**config.mk**
```make
export PLATFORM = sky130hd
export DESIGN_NAME = sd_cmd_serial_host
export DESIGN_NICKNAME = d
export VERILOG_FILES = /design/src/rtl/sd_cmd_pkg.sv /design/src/rtl/sd_crc7.sv /design/src/rtl/sd_cmd_serial_host.sv
export SDC_FILE = /design/constraint.sdc
export NUM_CORES = 1
export LEC_CHECK = 0
export BUFFER_PORTS_ARGS = -buffer_cell sky130_fd_sc_hd__buf_2
export CAP_MARGIN = 40
export CELL_PAD_IN_SITES_DETAIL_PLACEMENT = 1
export CELL_PAD_IN_SITES_GLOBAL_PLACEMENT = 1
export CORE_MARGIN = 2
export CORE_UTILIZATION = 44
export DETAILED_ROUTE_END_ITERATION = 8
export PLACE_DENSITY = 0.88
export SYNTH_ARGS = -nofsm -noshare
export SYNTH_HDL_FRONTEND = slang
export SYNTH_SLANG_ARGS = --single-unit
```
**constraint.sdc**
```tcl
create_clock -name clk -period 11.94 [get_ports clk]
set_input_delay 2.388 -clock clk [delete_from_list [all_inputs] [get_ports clk]]
set_output_delay 2.388 -clock clk [all_outputs]
set_load 0.02 [all_outputs]
```
**src/rtl/sd_cmd_pkg.sv**
```systemverilog
// sd_cmd_pkg: shared constants, state encoding and status helper for the SD
// command serialiser (sd_cmd_serial_host) and its CRC7 sub-block (sd_crc7).
package sd_cmd_pkg;

  // CRC7 generator x^7 + x^3 + 1 (the x^7 term is implicit in the shift)
  localparam logic [6:0] CRC7_POLY = 7'h09;

  // Response size codes carried in settings[6:0]
  localparam logic [6:0] RSP_NONE  = 7'd0;
  localparam logic [6:0] RSP_SMALL = 7'd40;
  localparam logic [6:0] RSP_BIG   = 7'd127;

  // serial_status bit positions
  localparam int unsigned ST_DATA_AVAIL = 6;
  localparam int unsigned ST_CRC_VALID  = 5;
  localparam int unsigned ST_TIMEOUT    = 4;
  localparam int unsigned ST_TX_DONE    = 0;

  // Frame geometry, in bits
  localparam logic [7:0] CMD_BITS          = 8'd40;
  localparam logic [7:0] CMD_FRAME_LEN     = 8'd48;
  localparam logic [7:0] RSP_BIG_FRAME_LEN = 8'd136;
  localparam logic [7:0] TX_CRC_LAST       = 8'd46;

  typedef enum logic [5:0] {
    IDLE   = 6'b000001,
    DELAY  = 6'b000010,
    WRITE  = 6'b000100,
    TURN   = 6'b001000,
    READ   = 6'b010000,
    FINISH = 6'b100000
  } state_e;

  function automatic logic [7:0] make_status(input logic data, input logic crc,
                                             input logic tmo, input logic done);
    logic [7:0] s;
    s                = '0;
    s[ST_DATA_AVAIL] = data;
    s[ST_CRC_VALID]  = crc;
    s[ST_TIMEOUT]    = tmo;
    s[ST_TX_DONE]    = done;
    return s;
  endfunction

endpackage

```
**src/rtl/sd_crc7.sv**
```systemverilog
// sd_crc7: bit-serial CRC7 (x^7 + x^3 + 1, init 0).
//   clk, rst : clock, asynchronous active-high reset
//   en       : shift bit_in into the CRC this cycle
//   clr      : synchronous clear to zero (wins over en)
//   bit_in   : serial data bit, MSB first
//   crc      : current remainder
module sd_crc7
  import sd_cmd_pkg::*;
(
  input  logic       clk,
  input  logic       rst,
  input  logic       en,
  input  logic       clr,
  input  logic       bit_in,
  output logic [6:0] crc
);

  always_ff @(posedge clk or posedge rst) begin
    if (rst) begin
      crc <= '0;
    end else if (clr) begin
      crc <= '0;
    end else if (en) begin
      crc <= {crc[5:0], 1'b0} ^ ({7{bit_in ^ crc[6]}} & CRC7_POLY);
    end
  end

endmodule

```
**src/rtl/sd_cmd_serial_host.sv**
```systemverilog
// sd_cmd_serial_host: accepts a 40-bit command and settings word over a
// req/ack handshake, sends the 48-bit SD command frame (CRC7 appended) on the
// CMD line, captures the card response and returns response plus status over
// a second req/ack handshake. One CMD bit per clk.
//   settings      : [10:8] pre-delay, [7] CRC check, [6:0] response size
//   cmd_in        : {2'b01, index, arg}
//   req_in/ack_out: command handshake (req_in synchronised internally)
//   req_out/ack_in: result handshake (ack_in synchronised internally)
//   cmd_out       : first 40 response bits, start bit at [39]
//   serial_status : [6] data avail, [5] crc valid, [4] timeout, [0] tx done
//   go_idle_i     : abort to IDLE, highest priority
//   sd_cmd_i/o/oe : CMD pad
// Macro SD_CMD_RSP_CRC_EN enables CRC checking of short responses.
module sd_cmd_serial_host
  import sd_cmd_pkg::*;
#(
  parameter int unsigned NCR_TIMEOUT = 64,
  parameter int unsigned SYNC_STAGES = 2
) (
  input  logic        clk,
  input  logic        rst,
  input  logic [15:0] settings,
  input  logic [39:0] cmd_in,
  input  logic        req_in,
  output logic        ack_out,
  output logic        req_out,
  input  logic        ack_in,
  output logic [39:0] cmd_out,
  output logic [7:0]  serial_status,
  input  logic        go_idle_i,
  input  logic        sd_cmd_i,
  output logic        sd_cmd_o,
  output logic        sd_cmd_oe
);

  localparam int unsigned NCR_W = $clog2(NCR_TIMEOUT + 1);

  state_e                 state;
  logic [SYNC_STAGES-1:0] req_sync;
  logic [SYNC_STAGES-1:0] ack_sync;
  logic                   req_s;
  logic                   ack_s;
  logic                   req_prev;
  logic [39:0]            tx_shift;
  logic [2:0]             dly_cnt;
  logic [7:0]             bit_cnt;
  logic [NCR_W-1:0]       ncr_cnt;
  logic [6:0]             rsp_size_q;
  logic                   crc_chk_q;
  logic                   acked;
  logic [6:0]             tx_crc;
  logic                   tx_crc_en;
  logic                   tx_crc_clr;
  logic [2:0]             crc_idx;
  logic [7:0]             rx_last;
  logic                   crc_ok;
  logic                   unused_cfg;

  always_ff @(posedge clk or posedge rst) begin
    if (rst) begin
      req_sync <= '0;
      ack_sync <= '0;
    end else begin
      req_sync <= {req_sync[SYNC_STAGES-2:0], req_in};
      ack_sync <= {ack_sync[SYNC_STAGES-2:0], ack_in};
    end
  end

  assign req_s = req_sync[SYNC_STAGES-1];
  assign ack_s = ack_sync[SYNC_STAGES-1];

  always_comb begin
    tx_crc_clr = (state == IDLE);
    tx_crc_en  = ((state == DELAY) && (dly_cnt == '0)) ||
                 ((state == WRITE) && (bit_cnt < CMD_BITS));
    crc_idx    = 3'(TX_CRC_LAST - bit_cnt);
    rx_last    = (rsp_size_q == RSP_BIG) ? (RSP_BIG_FRAME_LEN - 8'd1)
                                         : (CMD_FRAME_LEN - 8'd1);
  end

  sd_crc7 u_tx_crc (
    .clk    (clk),
    .rst    (rst),
    .en     (tx_crc_en),
    .clr    (tx_crc_clr),
    .bit_in (tx_shift[39]),
    .crc    (tx_crc)
  );

`ifdef SD_CMD_RSP_CRC_EN
  logic [6:0] rx_crc;
  logic [6:0] rsp_crc;
  logic       rx_crc_en;
  logic       rx_crc_clr;

  // The start bit is fed too; a leading zero leaves a zero-init CRC unchanged.
  always_comb begin
    rx_crc_clr = (state == IDLE);
    rx_crc_en  = ((state == TURN) && !sd_cmd_i) ||
                 ((state == READ) && (bit_cnt < CMD_BITS));
    crc_ok     = !crc_chk_q || (rx_crc == rsp_crc);
  end

  sd_crc7 u_rx_crc (
    .clk    (clk),
    .rst    (rst),
    .en     (rx_crc_en),
    .clr    (rx_crc_clr),
    .bit_in (sd_cmd_i),
    .crc    (rx_crc)
  );

  always_ff @(posedge clk or posedge rst) begin
    if (rst) begin
      rsp_crc <= '0;
    end else if ((state == READ) && (bit_cnt >= CMD_BITS) &&
                 (bit_cnt < (CMD_FRAME_LEN - 8'd1))) begin
      rsp_crc <= {rsp_crc[5:0], sd_cmd_i};
    end
  end

  assign unused_cfg = ^settings[15:11];
`else
  assign crc_ok     = 1'b1;
  assign unused_cfg = ^{settings[15:11], crc_chk_q};
`endif

  always_ff @(posedge clk or posedge rst) begin
    if (rst) begin
      state         <= IDLE;
      sd_cmd_o      <= 1'b1;
      sd_cmd_oe     <= 1'b0;
      ack_out       <= 1'b0;
      req_out       <= 1'b0;
      cmd_out       <= '0;
      serial_status <= '0;
      tx_shift      <= '0;
      dly_cnt       <= '0;
      bit_cnt       <= '0;
      ncr_cnt       <= '0;
      rsp_size_q    <= '0;
      crc_chk_q     <= 1'b0;
      acked         <= 1'b0;
      req_prev      <= 1'b0;
    end else begin
      req_prev <= req_s;
      if (go_idle_i) begin
        state         <= IDLE;
        sd_cmd_oe     <= 1'b0;
        sd_cmd_o      <= 1'b1;
        req_out       <= 1'b0;
        ack_out       <= 1'b1;
        serial_status <= '0;
        acked         <= 1'b0;
      end else begin
        unique case (state)
          IDLE: begin
            ack_out   <= 1'b1;
            sd_cmd_oe <= 1'b0;
            sd_cmd_o  <= 1'b1;
            acked     <= 1'b0;
            if (req_s && !req_prev) begin
              tx_shift   <= cmd_in;
              dly_cnt    <= settings[10:8];
              crc_chk_q  <= settings[7];
              rsp_size_q <= settings[6:0];
              cmd_out    <= '0;
              ack_out    <= 1'b0;
              sd_cmd_oe  <= 1'b1;
              state      <= DELAY;
            end
          end
          DELAY: begin
            if (dly_cnt == '0) begin
              sd_cmd_o <= tx_shift[39];
              tx_shift <= {tx_shift[38:0], 1'b0};
              bit_cnt  <= 8'd1;
              state    <= WRITE;
            end else begin
              dly_cnt <= dly_cnt - 3'd1;
            end
          end
          WRITE: begin
            bit_cnt <= bit_cnt + 8'd1;
            if (bit_cnt < CMD_BITS) begin
              sd_cmd_o <= tx_shift[39];
              tx_shift <= {tx_shift[38:0], 1'b0};
            end else if (bit_cnt < (CMD_FRAME_LEN - 8'd1)) begin
              sd_cmd_o <= tx_crc[crc_idx];
            end else if (bit_cnt == (CMD_FRAME_LEN - 8'd1)) begin
              sd_cmd_o <= 1'b1;
            end else begin
              sd_cmd_oe <= 1'b0;
              sd_cmd_o  <= 1'b1;
              ncr_cnt   <= '0;
              if (rsp_size_q == RSP_NONE) begin
                serial_status <= make_status(1'b1, 1'b1, 1'b0, 1'b1);
                req_out       <= 1'b1;
                state         <= FINISH;
              end else begin
                state <= TURN;
              end
            end
          end
          TURN: begin
            if (!sd_cmd_i) begin
              cmd_out <= {cmd_out[38:0], 1'b0};
              bit_cnt <= 8'd1;
              state   <= READ;
            end else if (ncr_cnt == NCR_W'(NCR_TIMEOUT - 1)) begin
              serial_status <= make_status(1'b0, 1'b0, 1'b1, 1'b1);
              req_out       <= 1'b1;
              state         <= FINISH;
            end else begin
              ncr_cnt <= ncr_cnt + 1'b1;
            end
          end
          READ: begin
            bit_cnt <= bit_cnt + 8'd1;
            if (bit_cnt < CMD_BITS) begin
              cmd_out <= {cmd_out[38:0], sd_cmd_i};
            end
            if (bit_cnt == rx_last) begin
              serial_status <= (rsp_size_q == RSP_BIG)
                             ? make_status(1'b1, 1'b1, 1'b0, 1'b1)
                             : make_status(1'b1, crc_ok, 1'b0, 1'b1);
              req_out       <= 1'b1;
              state         <= FINISH;
            end
          end
          FINISH: begin
            if (!acked) begin
              if (ack_s) begin
                req_out <= 1'b0;
                acked   <= 1'b1;
              end
            end else if (!ack_s) begin
              serial_status <= '0;
              ack_out       <= 1'b1;
              state         <= IDLE;
            end
          end
          default: state <= IDLE;
        endcase
      end
    end
  end

endmodule

```
=== Word level (Yosys, flattened, before mapping) ===
Cells that the tools add are included.

* Bits of input ports: 62
* Word-level logic and storage cells: 172
* Flip-flop bits (word level): 136
* Output and inout port bits: 52

* Reduce and logical (&&, ||, !) cells: 30
* Multiplexer cells: 80
* Magnitude comparators: 3
* Add/sub/neg operators: 4
* Equal/unequal tests: 35
* Bitwise gates (word level): 3

{| class="wikitable"
|+ Operator list
! cell !! number
|-
| $mux W40 || 6
|-
| $pmux W40 S3 || 2
|-
| $mux W8 || 13
|-
| $mux W6 || 12
|-
| $mux W7 || 7
|-
| $pmux W6 S6 || 1
|-
| $pmux W8 S4 || 1
|-
| $ne A3 B3 Y1 const B || 10
|-
| $mux W1 || 27
|-
| $pmux W8 S3 || 1
|-
| $reduce_and A10 Y1 || 2
|-
| $lt A8 B6 Y1 const B || 2
|-
| $ne A2 B2 Y1 const B || 8
|-
| $reduce_bool A3 Y1 || 5
|-
| $pmux W7 S2 || 1
|-
| $reduce_and A4 Y1 || 3
|-
| $reduce_and A5 Y1 || 2
|-
| $ne A3 B2 Y1 const B || 3
|-
| $reduce_and A9 Y1 || 1
|-
| $add A8 B1 Y8 const B || 1
|-
| $eq A8 B6 Y1 const B || 1
|-
| $eq A8 B8 Y1 || 1
|-
| $add A7 B1 Y7 const B || 1
|-
| $eq A7 B6 Y1 const B || 1
|-
| 33 further kinds || 43
|}

=== Depth between registers and ports, before layout ===
Gate-level depths: netlist of the first run.

* Depth in word-level cells: 7
* Depth in mapped cells: 9
* Depth with buffers taken out: 8

=== Modules after synthesis ===
From an unflattened synthesis of the first run, not the netlist that was laid out.

* Cell total of the unflattened synthesis: 592
* Area total of the unflattened synthesis: 6308.6 sq um

{| class="wikitable"
|+ Modules (own cells, without submodules)
! module !! instances !! area each (sq um) !! cells each
|-
| sd_cmd_serial_host || 1 || 5997.0 || 563
|-
| sd_crc7 || 1 || 311.5 || 29
|}

=== Least setup slack after synthesis of the first run ===
Ideal clock, no wire load.

* Path kind: input to register
* From: input sd_cmd_i
* To: register ncr_cnt[4]
* Slack: 8350 ps
* Data arrival time: 3458 ps
* Setup time: 133 ps
* Required time: 11807 ps
* Buffers on the path: 0
* Stages on the path: 5
* Cells stage by stage: nand3_1 -> nor3_1 -> o21ai_1 -> o21ai_0 -> o41ai_1

* Word-level cells in the longest chain between the ends: 2

{| class="wikitable"
|+ RTL lines
! element !! line !! source
|-
| start, declared || sd_cmd_serial_host.sv:31 || <nowiki>input logic sd_cmd_i,</nowiki>
|-
| $ne A2 B2 Y1 (no line) || -- ||
|-
| $reduce_and A7 Y1 (no line) || -- ||
|-
| end signal, assigned || sd_cmd_serial_host.sv:215 || <nowiki>ncr_cnt <= ncr_cnt + 1'b1;</nowiki>
|-
| end, declared || sd_cmd_serial_host.sv:47 || <nowiki>logic [NCR_W-1:0] ncr_cnt;</nowiki>
|}

Every way passes these cells.
A chain may end at the register's enable or synchronous reset.

=== Worst setup path after layout of the first run ===
* From: input go_idle_i
* To: register bit_cnt[6]

* Word-level cells in the longest chain between the ends: 2

{| class="wikitable"
|+ RTL lines
! element !! line !! source
|-
| start, declared || sd_cmd_serial_host.sv:30 || <nowiki>input logic go_idle_i,</nowiki>
|-
| $not A1 Y1 (no line) || -- ||
|-
| $reduce_and A4 Y1 (no line) || -- ||
|-
| end signal, assigned || sd_cmd_serial_host.sv:184 || <nowiki>bit_cnt <= bit_cnt + 8'd1;</nowiki>
|-
| end signal, assigned || sd_cmd_serial_host.sv:219 || <nowiki>bit_cnt <= bit_cnt + 8'd1;</nowiki>
|-
| end, declared || sd_cmd_serial_host.sv:46 || <nowiki>logic [7:0] bit_cnt;</nowiki>
|}

Every way passes these cells.

==> impl_metrics.tcl, run 1 <==
set metrics [dict create \
    status "finished, final reports clean" \
    syn_area_sq_um 5988 \
    cts_tree "yes" \
    tightest_slew_ns 1.002 \
    clk_transition_reported_paths_ns 0.06 \
    post_synth.cell_area_avg_sq_um 9.769 \
    synth_warnings 0 \
    crit_type "in -> reg" \
    root_buffer "clkbuf_16" \
    cts_resized 0 \
    setup_violations 0 \
    drtIter0Drc 318 \
    detail-route-antenna-nets 0 \
    rsz0062_at_grt "no" \
    start_util 0.4522 \
    portBuffers 103 \
    ff2ff_setup_slack_ns 9.05 \
    synth_seq_cells 131 \
    yosysMostFrequentCell "dfrtp_1" \
    grt_max_degree 81 \
    r2r-end "tx_shift[31]$_DFFE_PP0P_" \
    reg2reg_depth 7 \
    finalSetupTns_ns 0 \
    hpwl_mm 10.79 \
    vias 5097 \
    die_h_microns 120.7 \
    hold_path_class "reg -> reg" \
    maxCapViolCount 0 \
    dieWidth_microns 120.7 \
    r2r-start "state[4]$_DFFE_PP0P_" \
    period_share 0.3410 \
    grt_pass1_wl_mm 25.74 \
    cp-endpoint "bit_cnt[6]$_DFFE_PP0P_" \
    fin_nets 770 \
    globalRouteOverflowTotal 0 \
    yosysTopAreaCell "dfrtp_1" \
    drv_slew 0 \
    clock_sinks 131 \
    path_max_fanout 15 \
    drive_gt1_frac 0.2315 \
    power_leakage_nw 3.384 \
    cp-end-kind "flip-flop" \
    ys_top_cells_by_count "dfrtp_1, nand2_1, nor2_1, a31oi_1, a22o_1" \
    drc_errors 0 \
    drtPass1Iterations 4 \
    yosysSeqAreaShare 0.5478 \
    cts.path.max_buffers 2 \
    fillerInstances 1546 \
    std_cell_rows 42 \
    ys_types 59 \
    synth_area_leaders "dfrtp_1, nand2_1, a22o_1, a31oi_1, nor2_1" \
    timing.critical_path.from "go_idle_i" \
    required_ns 12.30 \
    grt_pass1_vias 5310 \
    power_density_nw_per_um2 199.2 \
    antenna_found_initial 0 \
    n_antenna_cell 0 \
    post-route-util 0.5489 \
    areaGrowthSynthToFinish_pct 21.40 \
    worst_ir_drop_vdd_v 0.0001208 \
    die-area_sq_um 14560 \
    synth_edf_count 0 \
    slew_headroom 0.3314 \
    h-tree-depth 4 \
    seq_area_sq_um 3281 \
    crit_arrival_ns 4.43 \
    multi_input_area_sq_um 2489 \
    synth-main-ff-cell "dfrtp_1" \
    synth.top_cell.area_share 0.5391 \
    via_per_inst 5.708 \
    cts_buffers 17 \
    fin_skew_ns 0.008386 \
    postCtsHoldBufs 0 \
    start_kind "input port" \
    postCtsSetupRepairBufs 0 \
    fmax_ghz 0.2456 \
    drt-total-wl_mm 15.50 \
    grt_use_total 0.2242 \
    finalHoldViolations 0 \
    route.detailed.wl_per_inst_microns 17.36 \
    min-delay-start "req_sync[0]$_DFF_PP0_" \
    place_congestion 0.8666 \
    core_sq_um 13240 \
    syn_inst 613 \
    min_period_ns 4.072 \
    ioPinCount 114 \
    async_flop_share 1.000 \
    clock_latency_ns 0.42 \
]
==> worst max-delay path: stages <==
cell,delay [ns]
buf_2,0.20
a41oi_1,0.32
o2111ai_1,0.56
or4_1,0.66
a21oi_1,0.18
a21o_1,0.11
==> final cells by class <==
| cell class | instances | area share |
|---|---|---|
| Clock buffer | 17 | 0.05852 |
| Clock inverter | 15 | 0.02513 |
| Inverter | 13 | 0.007057 |
| Multi-Input combinational cell | 431 | 0.3423 |
| Sequential cell | 131 | 0.4513 |
| Tap cell | 176 | 0.03029 |
| Timing Repair Buffer | 110 | 0.08537 |
==> how the worst min path moves through the flow <==
stage                                       end  slack [ns]  depth (start not counted)
after floorplan           ack_sync[1]$_DFF_PP0_        0.33                          0
after global placement    ack_sync[1]$_DFF_PP0_        0.34                          0
after detailed placement  ack_sync[1]$_DFF_PP0_        0.35                          0
after CTS                 req_sync[1]$_DFF_PP0_        0.36                          0
after global routing      ack_sync[1]$_DFF_PP0_        0.37                          0
final                     req_sync[1]$_DFF_PP0_        0.35                          0
==> state kept, by name, indices dropped and copies added, names as in the netlist <==
| signal | flops |
|---|---|
| ack_out | 1 |
| ack_sync | 2 |
| sd_cmd_o | 1 |
| rsp_size_q | 7 |
| req_out | 1 |
| serial_status | 3 |
| dly_cnt | 3 |
| ncr_cnt | 7 |
| cmd_out | 40 |
| sd_cmd_oe | 1 |
| bit_cnt | 8 |
| u_tx_crc.crc | 7 |
| req_prev | 1 |
| tx_shift | 40 |
| acked | 1 |
| req_sync | 2 |
| state | 6 |
==> stage by stage <==
step / cell area, sq um / power [mW] / setup slack, ns / hold slack (ns) / std cells
floorplan: 6000 / 0.8304 / 6.058 / 0.3312 / 616
global route: 7269 / 1.531 / 7.763 / 0.3669 / 893
finish: 7269 / 1.448 / 7.868 / 0.3521 / 893
detailed placement: 6661 / 0.9220 / 7.510 / 0.3464 / 861
global placement: 6586 / 0.8836 / 7.663 / 0.3360 / 858
CTS: 7269 / 1.462 / 7.913 / 0.3562 / 893
==> cell families (layout without fill, tap and decap cells) <==
logic type / Yosys count / in the layout / synth area share
buffers and inverters: 54 / 155 / 0.04200
DFF: 131 / 131 / 0.5478
xor gates and xnor gates: 3 / 3 / 0.004389
and+or+nand+nor: 252 / 252 / 0.1941
AOI/OAI and AO/OA: 159 / 159 / 0.1841
adders and majority gates: 4 / 4 / 0.008358
other: 1 / 4 / 0.0006262
muxes: 9 / 9 / 0.01860
==> layout by cell type, fill, tap and decap left out, drive strengths merged, types with 6 or more instances in the layout <==
cell	count
inv	15
buf	110
nor3	13
nand2	106
dfrtp	129
o21ai	35
or4	6
a21oi	12
clkbuf	17
o31ai	6
nand3	23
nand2b	9
nor2	63
a22o	39
mux2	7
clkinv	6
a31oi	41
==> where the power goes <==
part	switching, mW	total, mW	internal, mW
Sequential	0.0726	0.622	0.549
Clock	0.204	0.533	0.329
Combinational	0.171	0.293	0.122
Total	0.448	1.45	1.00
==> layer usage <==
metal / wire (microns) / share of wire / global-route usage / up-vias
met5: 0 / 0 / 0 / -
met4: 168 / 0.011 / 0.06759 / 0
met3: 784 / 0.051 / 0.05377 / 16
met2: 8008 / 0.52 / 0.3944 / 149
met1: 6541 / 0.42 / 0.2722 / 2555
li1: - / - / - / 2377
Power figures use the tool's default switching activity.
==> run 2: changes to the inputs <==
--- a/config.mk
+++ b/config.mk
@@ -10,9 +10,9 @@
 export CELL_PAD_IN_SITES_DETAIL_PLACEMENT = 1
 export CELL_PAD_IN_SITES_GLOBAL_PLACEMENT = 1
 export CORE_MARGIN = 2
-export CORE_UTILIZATION = 44
+export CORE_UTILIZATION = 42
 export DETAILED_ROUTE_END_ITERATION = 8
-export PLACE_DENSITY = 0.88
+export PLACE_DENSITY = 0.85
 export SYNTH_ARGS = -nofsm -noshare
 export SYNTH_HDL_FRONTEND = slang
 export SYNTH_SLANG_ARGS = --single-unit
==> constraint.sdc (replaced) <==
create_clock -name clk -period 4 [get_ports clk]
set_input_delay 0.8 -clock clk [delete_from_list [all_inputs] [get_ports clk]]
set_output_delay 0.8 -clock clk [all_outputs]
set_load 0.02 [all_outputs]
==> run 2 against run 1 <==
Effect of this change: wire length is 4.7% higher; largest power group unchanged; critical path type is now reg -> reg; cell area up 0.34%; sequential power increased to 3.0 times the previous value; sequential share of layout area fell by 0.15 points; critical endpoint is now tx_shift[27]$_DFFE_PP0P_.
==> impl_metrics.tcl, run 2 (same netlist as run 1, synthesis figures left out) <==
set metrics [dict create \
    std_cell_rows 43 \
    rsz0062_at_grt "no" \
    status "finished, final reports clean" \
    core_sq_um 13880 \
    power_density_nw_per_um2 586.2 \
    dp.cells 868 \
    final_common_cell "dfrtp_1" \
    hpwl_mm 11.43 \
    portBuffers 103 \
    setup_violations 0 \
    clock_sinks 131 \
    p_clk_frac 0.357 \
    fmax_ghz 0.3458 \
    min_period_ns 2.892 \
    clock_latency_ns 0.42 \
    grt_max_degree 81 \
    hold_path_class "in -> async" \
    die_h_microns 123.4 \
    via_per_inst 5.632 \
    combPwrFrac 0.208 \
    ff2ff_setup_slack_ns 1.11 \
    antenna_found_initial 0 \
    tightest_slew_ns 0.9147 \
    p_switching_mw 1.320 \
    final_cell_mix "dfrtp_1, nand2_1, buf_2, nor2_1, a31oi_1" \
    finalNonFillerCells 899 \
    vias 5063 \
    detail-route-antenna-nets 0 \
    maxCapViolCount 0 \
    cts.path.max_buffers 2 \
    ioPinCount 114 \
    worst_hold_slack_ns 0.3511 \
    worst_ir_drop_vdd_v 0.0003196 \
    start_util 0.4314 \
    globalRouteOverflowTotal 0 \
    drt-total-wl_mm 16.23 \
    grt_pass1_vias 5438 \
    fin_skew_ns 0.009407 \
    root_buffer "clkbuf_16" \
    top_usage_layer "met2" \
    path_max_fanout 80 \
    period_share 0.7229 \
    drv_slew 0 \
    drtIter0Drc 293 \
    drc_errors 0 \
    cp-end-kind "flip-flop" \
    route.detailed.wl_per_inst_microns 18.05 \
    met1_usage 0.2864 \
    crit_type "reg -> reg" \
    drtPass1Iterations 4 \
    h-tree-depth 4 \
    power_mw 4.276 \
    cts_tree "yes" \
    n_antenna_cell 0 \
    required_ns 4.33 \
    drive_gt1_frac 0.2323 \
    areaGrowthSynthToFinish_pct 21.81 \
    crit_arrival_ns 3.22 \
    postCtsHoldBufs 0 \
    finalSetupTns_ns 0 \
    postCtsSetupRepairBufs 0 \
    grt_use_total 0.2291 \
    reg.largest.list "cmd_out x40, tx_shift x40, bit_cnt x8" \
    power_leakage_nw 3.388 \
    cts_buffers 17 \
    slew_headroom 0.3896 \
    post-route-util 0.5255 \
    cts_resized 0 \
    power.internal_mw 2.956 \
    switching_share 0.3087 \
    fin_nets 773 \
    p_seq_frac 0.434 \
    place_congestion 0.8442 \
    dieWidth_microns 123.4 \
    clk_transition_reported_paths_ns 0.06 \
    grt_pass1_wl_mm 27.21 \
    groute.layer.met2.usage 0.3891 \
    finalHoldViolations 0 \
    start_kind "flip-flop" \
    use_met3 0.05028 \
    die-area_sq_um 15230 \
]
## run 2: cell types whose count changed in the layout (fill, tap and decap cells not counted), sizes merged
cell | previous run | this run
buf | 110 | 113
clkinv | 6 | 3
clkbuf | 17 | 19
clkinvlp | 4 | 6
bufinv | 3 | 2
inv | 15 | 14
## run 2: final cells by class
type                       instances  area, sq um
multi-input combinational        431         2489
sequential                       131         3281
fill                            1581         6586
clock buffer                      19        452.9
tap                              180        225.2
inverter                          13        52.55
clock inverter                    12        130.1
timing repair buffer             113        664.4
## run 2: power groups by stage
stage                     clock network [mW]  logic (mW)  registers, mW
after floorplan                            0       0.662           1.82
after global placement                     0       0.811           1.84
after detailed placement                   0       0.897           1.88
after CTS                               1.56       0.905           1.86
after global routing                    1.61        1.01           1.91
final                                   1.53       0.891           1.86
## run 2: path summary, 6_finish.rpt
| path | from | end | cells past startpoint |
|---|---|---|---|
| min in group clk | ack_sync[0]$_DFF_PP0_ | ack_sync[1]$_DFF_PP0_ | 0 |
| worst min-delay path | rst | u_tx_crc.crc[5]$_DFFE_PP0P_ | 2 |
| worst max-delay path | state[5]$_DFFE_PP0P_ | tx_shift[27]$_DFFE_PP0P_ | 7 |
| worst max register to register | state[5]$_DFFE_PP0P_ | tx_shift[27]$_DFFE_PP0P_ | 7 |
| worst min register to register | ack_sync[0]$_DFF_PP0_ | ack_sync[1]$_DFF_PP0_ | 0 |
| max in group asynchronous | rst | req_sync[0]$_DFF_PP0_ | 4 |
## run 2: per-layer routing
metal,vias to the layer above,wire [microns]
li1,2379,-
met1,2538,6961
met2,121,8293
met3,25,660
met4,0,316
met5,-,0
## run 2: metrics by stage
stage	setup WS [ns]	cell area, sq um
global route	0.8653	7295
CTS	1.128	7295
finish	1.108	7295
detailed placement	1.137	6711
global placement	1.265	6633
floorplan	1.578	6003
## run 2: critical path: stages (launching register included)
cell and delay, ns:
dfrtp_1 0.49, or4_4 0.61, or2_2 0.42, nand3_1 0.13
and4bb_2 0.24, buf_4 0.57, nor2_1 0.10, a31oi_1 0.20
==> run 3: changes to the inputs <==
--- a/config.mk
+++ b/config.mk
@@ -5,14 +5,15 @@
 export SDC_FILE = /design/constraint.sdc
 export NUM_CORES = 1
 export LEC_CHECK = 0
+export ABC_AREA = 1
 export BUFFER_PORTS_ARGS = -buffer_cell sky130_fd_sc_hd__buf_2
 export CAP_MARGIN = 40
 export CELL_PAD_IN_SITES_DETAIL_PLACEMENT = 1
 export CELL_PAD_IN_SITES_GLOBAL_PLACEMENT = 1
 export CORE_MARGIN = 2
-export CORE_UTILIZATION = 42
+export CORE_UTILIZATION = 37
 export DETAILED_ROUTE_END_ITERATION = 8
-export PLACE_DENSITY = 0.85
+export PLACE_DENSITY = 0.81
 export SYNTH_ARGS = -nofsm -noshare
 export SYNTH_HDL_FRONTEND = slang
 export SYNTH_SLANG_ARGS = --single-unit
==> constraint.sdc (replaced) <==
create_clock -name clk -period 2.5 [get_ports clk]
set_input_delay 0.5 -clock clk [delete_from_list [all_inputs] [get_ports clk]]
set_output_delay 0.5 -clock clk [all_outputs]
set_load 0.02 [all_outputs]
==> run 3 against run 2 <==
Effect of this change: sequential share of layout area down 2.6 points; global-route usage fell by 3.5 points; sequential power increased by 56%; maximum frequency grew 29%; core utilization is 7.4 points lower; area after synthesis grew 7.1%; critical path depth unchanged; first-iteration DRC count fell by 13%; count of clock-buffer cells in the layout is 2 higher; hold slack got worse by 0.17 ns; worst setup slack got worse by 0.85 ns; critical path type unchanged.
==> impl_metrics.tcl, run 3 <==
set metrics [dict create \
    slew_headroom 0.4113 \
    detail-route-antenna-nets 0 \
    critical-path-max-stage-delay_ns 0.47 \
    required_ns 2.86 \
    power_mw 7.051 \
    final_common_cell "nand2_1" \
    cts.path.max_buffers 2 \
    synth-main-ff-cell "dfrtp_1" \
    place_congestion 0.7912 \
    postCtsHoldBufs 0 \
    top_layer "met4" \
    power_density_nw_per_um2 911.7 \
    yosysTopAreaCell "dfrtp_1" \
    dp.cells 1084 \
    synth_area_leaders "dfrtp_1, nand2_1, o21ai_0, o211ai_1, or2_2" \
    path_max_fanout 40 \
    cts_buffers 17 \
    power_leakage_nw 4.116 \
    finalHoldViolations 0 \
    clock_latency_ns 0.42 \
    synthSimpleGateAreaFrac 0.2896 \
    async_flop_share 1.000 \
    post_synth.cell_area_avg_sq_um 8.205 \
    yosysSeqAreaShare 0.5113 \
    hpwl_mm 11.04 \
    cts_resized 0 \
    areaGrowthSynthToFinish_pct 20.53 \
    synth_top_family_by_area "simple AND/OR/NAND/NOR gates" \
    syn_inst 782 \
    crit_chain "nor2_4, nand4_2, nand2_2, nand2_4, nor2_8, o211ai_1, nand2_1" \
    drt-total-wl_mm 16.70 \
    drv_slew 0 \
    fin_nets 944 \
    die-area_sq_um 18410 \
    rsz0062_at_grt "no" \
    status "finished, final reports clean" \
    synth_fa_ha_area_frac 0.007800 \
    start_kind "flip-flop" \
    hold_path_class "in -> async" \
    r2r-start "state[2]$_DFFE_PP0P_" \
    reg2reg_depth 7 \
    drtPass1Iterations 4 \
    root_buffer "clkbuf_16" \
    synthMuxAreaShare 0 \
    ys_types 37 \
    yosysMostFrequentCell "nand2_1" \
    syn_area_sq_um 6416 \
    synth_compound_area_frac 0.1151 \
    worst_ir_drop_vdd_v 0.0005044 \
    drc_errors 0 \
    dieWidth_microns 135.7 \
    wl_met3_microns 526 \
    clk_transition_reported_paths_ns 0.06 \
    tightest_slew_ns 0.8792 \
    crit_type "reg -> reg" \
    fin_skew_ns 0.01075 \
    critPathTopFamily "simple AND/OR/NAND/NOR gates" \
    setup_violations 0 \
    cp-end-kind "flip-flop" \
    grt_max_degree 73 \
    h-tree-depth 4 \
    finalSetupTns_ns 0 \
    finalNonFillerCells 1116 \
    fmax_ghz 0.4460 \
    worst_path_max_delay_cell "nor2_8" \
    drive_gt1_frac 0.2357 \
    synth-xor-area-share 0.01365 \
    period_share 0.8969 \
    antenna_found_initial 0 \
    final_cell_mix "nand2_1, dfrtp_1, buf_2, o21ai_0" \
    cts_tree "yes" \
    ys_top_cells_by_count "nand2_1, dfrtp_1, o21ai_0, inv_1, o211ai_1" \
    drt-met1-wl_mm 7.731 \
    portBuffers 103 \
    route.detailed.wl_per_inst_microns 14.97 \
    timing.critical_path.from "state[2]$_DFFE_PP0P_" \
    via_per_inst 4.996 \
    vias 5575 \
    std_cell_rows 48 \
    globalRouteOverflowTotal 0 \
    n_antenna_cell 0 \
    synth_warnings 0 \
    maxCapViolCount 0 \
    synth.top_cell.area_share 0.5031 \
    crit_buf_inv 0 \
    reg.largest.list "cmd_out x40, tx_shift x40, bit_cnt x8" \
    dr_wl_met2_mm 8.203 \
    die_h_microns 135.7 \
    drtIter0Drc 254 \
    synth_edf_count 0 \
    fillerInstances 2104 \
    grt_use_total 0.1937 \
    post-route-util 0.4518 \
    min_period_ns 2.242 \
    clock_sinks 131 \
    cp.depth 7 \
    crit_arrival_ns 2.60 \
    postCtsSetupRepairBufs 0 \
    ioPinCount 114 \
    core_sq_um 17120 \
    synth_seq_cells 131 \
    grt_pass1_vias 5790 \
    start_util 0.3749 \
    grt_pass1_wl_mm 28.35 \
]
[run 3: cell types whose count changed after synthesis, moves of 7 or more]
cell and change:
buf_2 -7, a22o_1 -39, nand2b_1 -9, nand2_1 +182
o21ai_0 +36, nor2_1 -25, a31oi_1 -40, mux2_2 -7
or2_2 +36, nand3_1 +7, o211ai_1 +35, inv_1 +28
[run 3: layer usage]
metal  global-route usage  vias to the layer above
met5                    0                        -
met4              0.06539                        0
met3              0.03816                       18
met2               0.3224                       89
met1               0.2530                     2766
li1                     -                     2702
[run 3: cells by family (layout without fill, tap and decap cells)]
family / after synthesis / in the layout
xor+xnor: 10 / 10
other cells: 1 / 4
simple gates: 424 / 424
buf+inv: 86 / 192
compound gates: 126 / 126
fa+ha+maj: 4 / 4
flops: 131 / 131
[run 3: power by group]
part,internal (mW),total (mW),switching (mW)
sequential,2.60,2.91,0.310
combinational,0.540,1.53,0.993
clock,1.63,2.60,0.977
[run 3: worst register-to-register path, stage by stage (launching register included)]
cell	delay, ns
dfrtp_1	0.42
nor2_4	0.22
nand4_2	0.35
nand2_2	0.24
nand2_4	0.16
nor2_8	0.47
o211ai_1	0.21
nand2_1	0.11
[run 3: path summary, 6_finish.rpt]
check | endpoint | slack (ns)
min in group clk | ack_sync[0]$_DFF_PP0_ | 0.19
worst max register to register | tx_shift[37]$_DFFE_PP0P_ | 0.26
worst min register to register | ack_sync[1]$_DFF_PP0_ | 0.35
worst min-delay path | ncr_cnt[1]$_DFFE_PP0P_ | 0.19
max in group asynchronous | tx_shift[3]$_DFFE_PP0P_ | 1.95
worst max-delay path | tx_shift[37]$_DFFE_PP0P_ | 0.26
[run 3: area by class of cell]
class / instances / area, sq um / area share
clock buffer: 21 / 460.4 / 0.05954
multi-input combinational: 568 / 2751 / 0.3558
inverter: 47 / 180.2 / 0.02330
sequential: 131 / 3281 / 0.4242
timing repair buffer: 113 / 628.1 / 0.08122
clock inverter: 11 / 151.4 / 0.01958
tap: 225 / 281.5 / 0.03640
[run 3: through the flow]
stage               hold slack, ns  setup WS, ns  instance area [sq um]
finish                      0.1858        0.2577                   7734
global route                0.1735       0.02896                   7734
detailed placement          0.3358        0.2861                   7122
global placement            0.3339        0.2892                   7122
CTS                         0.1720        0.2427                   7734
floorplan                   0.3312        0.3784                   6431
